`src/rtl/pacman_scan_gen.sv`:
```
// pacman_scan_gen: VGA 800x600@60 sync/position generator plus an upscaled, centred 224x288 game-coordinate stream
// ports: clk, rst (async, active-high) -> hsync, vsync, vga_x, vga_y, display_enabled,
//        game_active, sx, sy, game_pix_stb, game_new_pix, frame_stb (all registered, mutually aligned)
module pacman_scan_gen #(
    parameter int H_VISIBLE  = 800,
    parameter int H_FRONT    = 40,
    parameter int H_SYNC     = 128,
    parameter int H_BACK     = 88,
    parameter int V_VISIBLE  = 600,
    parameter int V_FRONT    = 1,
    parameter int V_SYNC     = 4,
    parameter int V_BACK     = 23,
    parameter int H_SYNC_POL = 1,
    parameter int V_SYNC_POL = 1,
    parameter int GAME_W     = 224,
    parameter int GAME_H     = 288,
    parameter int SCALE      = 2,
    parameter int GAME_X0    = 176,
    parameter int GAME_Y0    = 12,
    parameter int PIX_DIV    = 1,
    localparam int H_TOTAL   = H_VISIBLE + H_FRONT + H_SYNC + H_BACK,
    localparam int V_TOTAL   = V_VISIBLE + V_FRONT + V_SYNC + V_BACK,
    localparam int XW        = $clog2(H_TOTAL),
    localparam int YW        = $clog2(V_TOTAL),
    localparam int SXW       = $clog2(GAME_W),
    localparam int SYW       = $clog2(GAME_H)
) (
    input  logic           clk,
    input  logic           rst,
    output logic           hsync,
    output logic           vsync,
    output logic [XW-1:0]  vga_x,
    output logic [YW-1:0]  vga_y,
    output logic           display_enabled,
    output logic           game_active,
    output logic [SXW-1:0] sx,
    output logic [SYW-1:0] sy,
    output logic           game_pix_stb,
    output logic           game_new_pix,
    output logic           frame_stb
);
    localparam int DW  = PIX_DIV > 1 ? $clog2(PIX_DIV) : 1;
    localparam int SW  = SCALE > 1 ? $clog2(SCALE) : 1;
    localparam logic [DW-1:0] DIV_LAST = DW'(PIX_DIV - 1);
    localparam logic [SW-1:0] SUB_LAST = SW'(SCALE - 1);
    localparam logic [XW-1:0] X_LAST = XW'(H_TOTAL - 1);
    localparam logic [XW-1:0] X_VIS  = XW'(H_VISIBLE);
    localparam logic [XW-1:0] X_HS0  = XW'(H_VISIBLE + H_FRONT);
    localparam logic [XW-1:0] X_HS1  = XW'(H_VISIBLE + H_FRONT + H_SYNC);
    localparam logic [XW-1:0] X_G0   = XW'(GAME_X0);
    localparam logic [XW-1:0] X_G1   = XW'(GAME_X0 + GAME_W * SCALE);
    localparam logic [YW-1:0] Y_LAST = YW'(V_TOTAL - 1);
    localparam logic [YW-1:0] Y_VIS  = YW'(V_VISIBLE);
    localparam logic [YW-1:0] Y_VS0  = YW'(V_VISIBLE + V_FRONT);
    localparam logic [YW-1:0] Y_VS1  = YW'(V_VISIBLE + V_FRONT + V_SYNC);
    localparam logic [YW-1:0] Y_G0   = YW'(GAME_Y0);
    localparam logic [YW-1:0] Y_G1   = YW'(GAME_Y0 + GAME_H * SCALE);
    localparam logic HS_ON = 1'(H_SYNC_POL);
    localparam logic VS_ON = 1'(V_SYNC_POL);

    logic [DW-1:0]  div;
    logic           pix_tick, line_wrap, in_x, in_y, in_win;
    logic [XW-1:0]  px, nx;
    logic [YW-1:0]  py, ny;
    logic [SW-1:0]  hsub, nhsub, vsub, nvsub;
    logic [SXW-1:0] nsx;
    logic [SYW-1:0] row, nrow;

    // px/py hold the last presented position; nx/ny is the one the next tick presents.
    // Reset parks px/py on the last position so the first tick lands on (0,0).
    always_comb begin
        pix_tick  = div == DIV_LAST;
        line_wrap = px == X_LAST;
        nx        = line_wrap ? '0 : px + XW'(1);
        ny        = line_wrap ? (py == Y_LAST ? '0 : py + YW'(1)) : py;
        in_x      = nx >= X_G0 && nx < X_G1;
        in_y      = ny >= Y_G0 && ny < Y_G1;
        in_win    = in_x && in_y;
        // row counters step once per line; they stay zero outside the window rows
        nvsub     = !line_wrap ? vsub : (!in_y || ny == Y_G0) ? '0 : vsub == SUB_LAST ? '0 : vsub + SW'(1);
        nrow      = !line_wrap ? row : (!in_y || ny == Y_G0) ? '0 : vsub == SUB_LAST ? row + SYW'(1) : row;
        nhsub     = (!in_win || nx == X_G0) ? '0 : hsub == SUB_LAST ? '0 : hsub + SW'(1);
        nsx       = (!in_win || nx == X_G0) ? '0 : hsub == SUB_LAST ? sx + SXW'(1) : sx;
    end

    always_ff @(posedge clk or posedge rst) begin
        if (rst) begin
            div             <= '0;
            px              <= X_LAST;
            py              <= Y_LAST;
            hsub            <= '0;
            vsub            <= '0;
            row             <= '0;
            vga_x           <= '0;
            vga_y           <= '0;
            hsync           <= !HS_ON;
            vsync           <= !VS_ON;
            display_enabled <= 1'b0;
            game_active     <= 1'b0;
            sx              <= '0;
            sy              <= '0;
            game_pix_stb    <= 1'b0;
            game_new_pix    <= 1'b0;
            frame_stb       <= 1'b0;
        end else begin
            div          <= pix_tick ? '0 : div + DW'(1);
            game_pix_stb <= pix_tick && in_win;
            game_new_pix <= pix_tick && in_win && nhsub == '0;
            frame_stb    <= pix_tick && nx == '0 && ny == '0;
            if (pix_tick) begin
                px              <= nx;
                py              <= ny;
                hsub            <= nhsub;
                vsub            <= nvsub;
                row             <= nrow;
                vga_x           <= nx;
                vga_y           <= ny;
                hsync           <= (nx >= X_HS0 && nx < X_HS1) ? HS_ON : !HS_ON;
                vsync           <= (ny >= Y_VS0 && ny < Y_VS1) ? VS_ON : !VS_ON;
                display_enabled <= nx < X_VIS && ny < Y_VIS;
                game_active     <= in_win;
                sx              <= nsx;
                sy              <= in_win ? nrow : '0;
            end
        end
    end
endmodule

```
`config.mk`:
```
export PLATFORM = sky130hd
export DESIGN_NAME = pacman_scan_gen
export DESIGN_NICKNAME = d
export VERILOG_FILES = /design/src/rtl/pacman_scan_gen.sv
export SDC_FILE = /design/constraint.sdc
export NUM_CORES = 1
export LEC_CHECK = 0
export CELL_PAD_IN_SITES_DETAIL_PLACEMENT = 1
export CELL_PAD_IN_SITES_GLOBAL_PLACEMENT = 1
export CORE_UTILIZATION = 42
export CTS_CLUSTER_SIZE = 14
export DETAILED_ROUTE_END_ITERATION = 10
export PLACE_DENSITY_LB_ADDON = 0.15
export SYNTH_ARGS = -nofsm -noshare
export SYNTH_HDL_FRONTEND = slang
export SYNTH_SLANG_ARGS = --single-unit
export TNS_END_PERCENT = 30
```
`constraint.sdc`:
```
create_clock -name clk -period 3 [get_ports clk]
set_input_delay 0.3 -clock clk [delete_from_list [all_inputs] [get_ports clk]]
set_output_delay 0.3 -clock clk [all_outputs]
set_load 0.03 [all_outputs]
```
After elaboration in Yosys (flattened, before gate mapping)
Index checks and enable logic that the tools add are counted.

Add/subtract/negate cells: 7. Magnitude comparators: 10. Equal/unequal tests: 4. Multiplexer cells: 16. Bitwise logic cells: 2. Reductions and logical operators: 19.

Operators by type and width (count): $mux W9 (4); $lt A11 B10 Y1 const B (3); $lt A10 B10 Y1 const B (3); $mux W10 (2); $mux W8 (2); $add A11 B1 Y11 const B (1); $eq A11 B11 Y1 const B (1); $eq A11 B8 Y1 const B (1); $ge A11 B10 Y1 const B (1); $ge A11 B8 Y1 const B (1); $logic_not A11 Y1 (1); $mux W11 (1); $add A10 B1 Y10 const B (1); $eq A10 B10 Y1 const B (1); $eq A10 B4 Y1 const B (1); $ge A10 B10 Y1 const B (1); $ge A10 B4 Y1 const B (1); $logic_and A1 B1 Y1 (10); $logic_not A10 Y1 (1); $add A9 B1 Y9 const B (1); $add A8 B1 Y8 const B (1); $mux W1 (7); $reduce_and A2 Y1 (2); $add A1 B1 Y1 const B (3); other kinds (4) (7).

Flip-flop bits (word level): 78. Input bits: 2. Output and inout bits: 45. Logic and storage cells: 75.

Depth between registers and ports, before layout
Word-level depth: 11. Mapped depth: 13. Gate-level depth less buffers: 10.

Worst setup path after synthesis
Ideal clock, no wire load.

Path type: flip-flop to flip-flop. From: register px[0]. To: register sx[0]. Setup time: 72 ps. Data arrival time: 2640 ps. Required time: 2928 ps. Path slack: 288 ps. Stages on the path, launching flop included: 13. Clock period less this slack: 2712 ps. Cells stage by stage: dfstp_2 -> ha_1 -> and4_1 -> clkbuf_2 -> nand3_2 -> buf_6 -> o41a_1 -> and4_4 -> a211o_1 -> buf_6 -> clkinv_4 -> o41ai_4 -> nor2_1.

Word-level cells in the longest chain between the ends: 9. Elaborated cells on any way between the ends: 17. Classes of those cells: add/sub: 1; order compare: 4; eq/ne: 2; mux: 3; reduce/logical: 7.

Ends and longest elaborated chain: start: declaration (RTL line 63) `logic [XW-1:0] px, nx;`; start signal: assignment (RTL line 111) `px <= nx;`; $add A11 B1 Y11 / $eq A11 B11 Y1 (equally long branches) (RTL line 74, 73); $mux W11 / $mux W10 (equally long branches) (RTL line 74, 75); $ge A11 B8 Y1 (tied with other cells) (RTL line 76) `in_x = nx >= X_G0 && nx < X_G1;`; $logic_and A1 B1 Y1 (on tied branches) (RTL line 76, 77); $logic_and A1 B1 Y1 * (RTL line 78) `in_win = in_x && in_y;`; via in_win (RTL line 62) `logic pix_tick, line_wrap, in_x, in_y, in_win;`; $logic_not A1 Y1 * (RTL line 83) `nsx = (!in_win || nx == X_G0) ? '0 : hsub == SUB_LAST ? sx + SXW'(1) : sx;`; $logic_or A1 B1 Y1 * (RTL line 83); $reduce_bool A2 Y1 (no line); $reduce_and A2 Y1 (no line); end signal: assignment (RTL line 122) `sx <= nsx;`; end: declaration (RTL line 36) `output logic [SXW-1:0] sx,`.

Mark *: on every way through the listed nets, which the timed path passes. The rest lies on a longest branch. A chain may end at the register's enable or synchronous reset.

Worst setup path after layout
From: register px[0]. To: register sx[7].

The elaborated chain is that of the path after synthesis.

==> impl_metrics.csv <==
group,metric,value,unit
run_status,run_status,"finished clean",
pwr,power_density,470,nW/um2
flow_run,drv_cap,0,
synth,synth-edff-count,0,
worst_setup_path,r2r_cells,12,
grt,gr-total-overflow,0,
routing,drt_iter0_markers,68,
synth,synth_top_family_by_area,"simple AND/OR/NAND/NOR gates",
routing,wl,7.89,mm
finish,antenna_cells_inserted,0,
clock_tree,clkSinkCount,67,
synth,synth_cells,309,
timing,skew,7.25,ps
die,ios,47,
finish,area_delta_synth_final,28.0,%
worst_setup_path,slowest_stage,"dfstp_2",
clock_tree,insertion_delay,340,ps
synth,synth-simple-area-share,20.9,%
timing,fin_crit_sh,95.8,%
worst_setup_path,r2r-start,"px[0]",
timing,fin_crit,2870,ps
worst_setup_path,worstPathArrival,3110,ps
synth,yosys.area.top_type,"dfrtp_1",
worst_setup_path,r2r_slack,130,ps
grt,gr-usage-met3,4.34,%
clock_tree,cts_tree,"built",
synth,ys_ff_latch,67,
synth,syn-cell-area,3200,um2
die,die_h,89.3,um
grt,top_usage_layer,"met2",
place,io_buffers,46,
grt,grt_usage,21.7,%
place,dp_cells,452,
grt,antenna_found_initial,0,
finish,drive_gt1_share,18.5,%
synth,synth_adder_area_share,1.95,%
routing,wl_per_cell,16.8,um
synth,synth_top_area_share,43.0,%
pwr,power.static_leakage,1.74,nW
clock_tree,cts_made_buffers,9,
worst_setup_path,crit_fanout,10,
clock_tree,clock-root-buffer,"clkbuf_8",
grt,globalRouteMet2Util,35.5,%
clock_tree,cts_max_path_buffers,2,
synth,yosysSeqAreaShare,52.8,%
worst_setup_path,worstSetupPathType,"reg -> reg",
synth,ys_types,59,
timing,fmax,0.348,GHz
clock_tree,cts_max_level,3,
worst_setup_path,cp.required,3230,ps
worst_setup_path,path_common_cell,"buf_4",
timing,setup_viol,0,
synth,syn_nets,316,
synth,synth-compound-area-share,10.8,%
finish,layout.nets,374,
routing,num_vias,2512,
worst_setup_path,cp-end-kind,"flip-flop",
routing,firstDrtPassIters,4,
timing,max_slew_margin,44.3,%
clock_tree,ctsHoldBuffers,0,
die,rows,31,
routing,via_per_inst,5.33,
grt,grt_max_degree,31,
place,dpl.hpwl,5.70,mm
worst_setup_path,cp.buffers_inverters,3,
die,die_w,89.3,um
grt,grt_pass1_vias,2586,
finish,fin_cells,471,
place,place.gp.congestion,0.849,
worst_setup_path,reg2reg_to,"sx[7]",
timing,rsz0062_at_grt,"no",
pwr,peakVddDrop,0.217,mV
finish,n_fill_cell,783,
synth,synthMuxAreaShare,0.312,%
clock_tree,clk_pin_slew_worst_paths,80,ps
worst_setup_path,start_kind,"flip-flop",
synth,ys_warn_count,0,
synth,synth_area_leaders,"dfrtp_1, dfstp_2, nor2_1",
synth,ys_async_sr_fraction,100,%
finish,layout_commonest_cell,"dfrtp_1",
timing,tightest_slew,829,ps
worst_hold_path,holdCritPathClass,"in -> async",
grt,grt_pass1_wl,12.9,mm
die,die_area,7980,um2
worst_setup_path,cp_top_family,"simple AND/OR/NAND/NOR gates",
die,start_util,43.7,%
synth,syn_avg_cell_area,10.4,um2
synth,synthXorXnorAreaFrac,7.11,%
finish,final_cell_mix,"dfrtp_1, clkdlybuf4s50_1, nor2_1",
timing,hold_ws,230,ps
timing,finalHoldViolations,0,
timing,maxSlewViolCount,0,
worst_setup_path,cp_cell_sequence,"ha_1, and4_2, nand3_4, buf_4, o31ai_1, o41a_1, and4_4, a211o_1, clkinv_4, o41ai_4, buf_4, nor2_1",
grt,gr-usage-met1,27.9,%
worst_setup_path,critPathMaxStageDelay,560,ps
die,core,7330,um2
routing,post-route-drc-count,0,
routing,ant_nets,0,
synth,synthFlopType,"dfrtp_1",
-- timing repair --
action / in CTS / in global routing
buffers inserted: 2 / 1
pin swaps: 2 / 1
resized for setup: 1 / 5
hold endpoints to repair: 0 / 0
endpoints found under the setup margin: 16 / 28
gates cloned: 0 / 0
-- synth_stat cells (2+ instances only) --
cell type	instances
dfrtp_1	55
nor2_1	39
nand2_1	26
nand3_1	20
inv_1	13
xnor2_1	13
xor2_1	13
dfstp_2	12
buf_4	10
nand4_1	10
a21oi_1	8
o21ai_0	8
nor3_1	6
ha_1	5
and3_1	4
clkbuf_1	4
o21a_1	4
o31ai_1	4
a31oi_1	3
buf_6	3
nor2b_1	3
nor4_1	3
and3_2	2
and4_1	2
and4_2	2
nand3b_1	2
o22ai_1	2
or2_2	2
-- stage by stage --
step           power (mW)  TNS, ps  utilization (%)  instance area [um2]  worst slack, ps
4_1_cts              1.94        0             55.5                 4070             28.0
3_5_place_dp        0.943     -528             51.6                 3780            -84.5
5_1_grt              1.99        0             55.9                 4100             7.76
3_3_place_gp        0.942        0             51.6                 3780             47.4
2_1_floorplan       0.933        0                -                 3200              288
6_report             1.93        0             55.9                 4100              126
-- routing by layer --
metal  wire, um  up-vias
met4        184        0
met3        240       15
li1           -     1182
met5          0        -
met2       3820       54
met1       3650     1261
-- sequential cells by signal (all words and copies together) (netlist names), 6 cells and up --
register / count
vga_x: 11
sx: 8
row: 9
vga_y: 10
py: 6
px: 6
sy: 9
-- logic make-up after synthesis --
group,Yosys count
AO/OA/AOI/OAI,47
XOR/XNOR,26
multiplexers,1
adder cells (fa/ha/maj),5
AND/OR/NAND/NOR,129
flip-flops,67
buffers and inverters,34
-- power breakdown --
| part | switching (mW) | total, mW | internal [mW] |
|---|---|---|---|
| Combinational | 0.0174 | 0.0204 | 0.00296 |
| Sequential | 0 | 0.903 | 0.903 |
| Clock | 0.363 | 1.00 | 0.641 |
-- final cells by class --
class,instances,area (um2),share of cell area [%]
Clock inverter,6,138,3.36
Timing Repair Buffer,66,611,14.9
Sequential cell,67,1690,41.2
Clock buffer,10,128,3.11
Multi-Input combinational cell,208,1350,32.9
Inverter,15,61.3,1.49
Tap cell,99,124,3.02
-- how the worst max path moves through the flow --
| stage | to | startpoint | slack (ps) | cells past startpoint |
|---|---|---|---|---|
| finish | sx[7] | px[0] | 130 | 12 |
| global placement | sx[7] | vga_x[5] | 50 | 7 |
| floorplan | sx[0] | px[0] | 290 | 12 |
| CTS | sx[7] | px[0] | 30 | 10 |
| detailed placement | sx[5] | vga_x[5] | -80 | 7 |
| global route | sx[6] | vga_x[7] | 8 | 9 |
(Power assumes the default switching activity.)
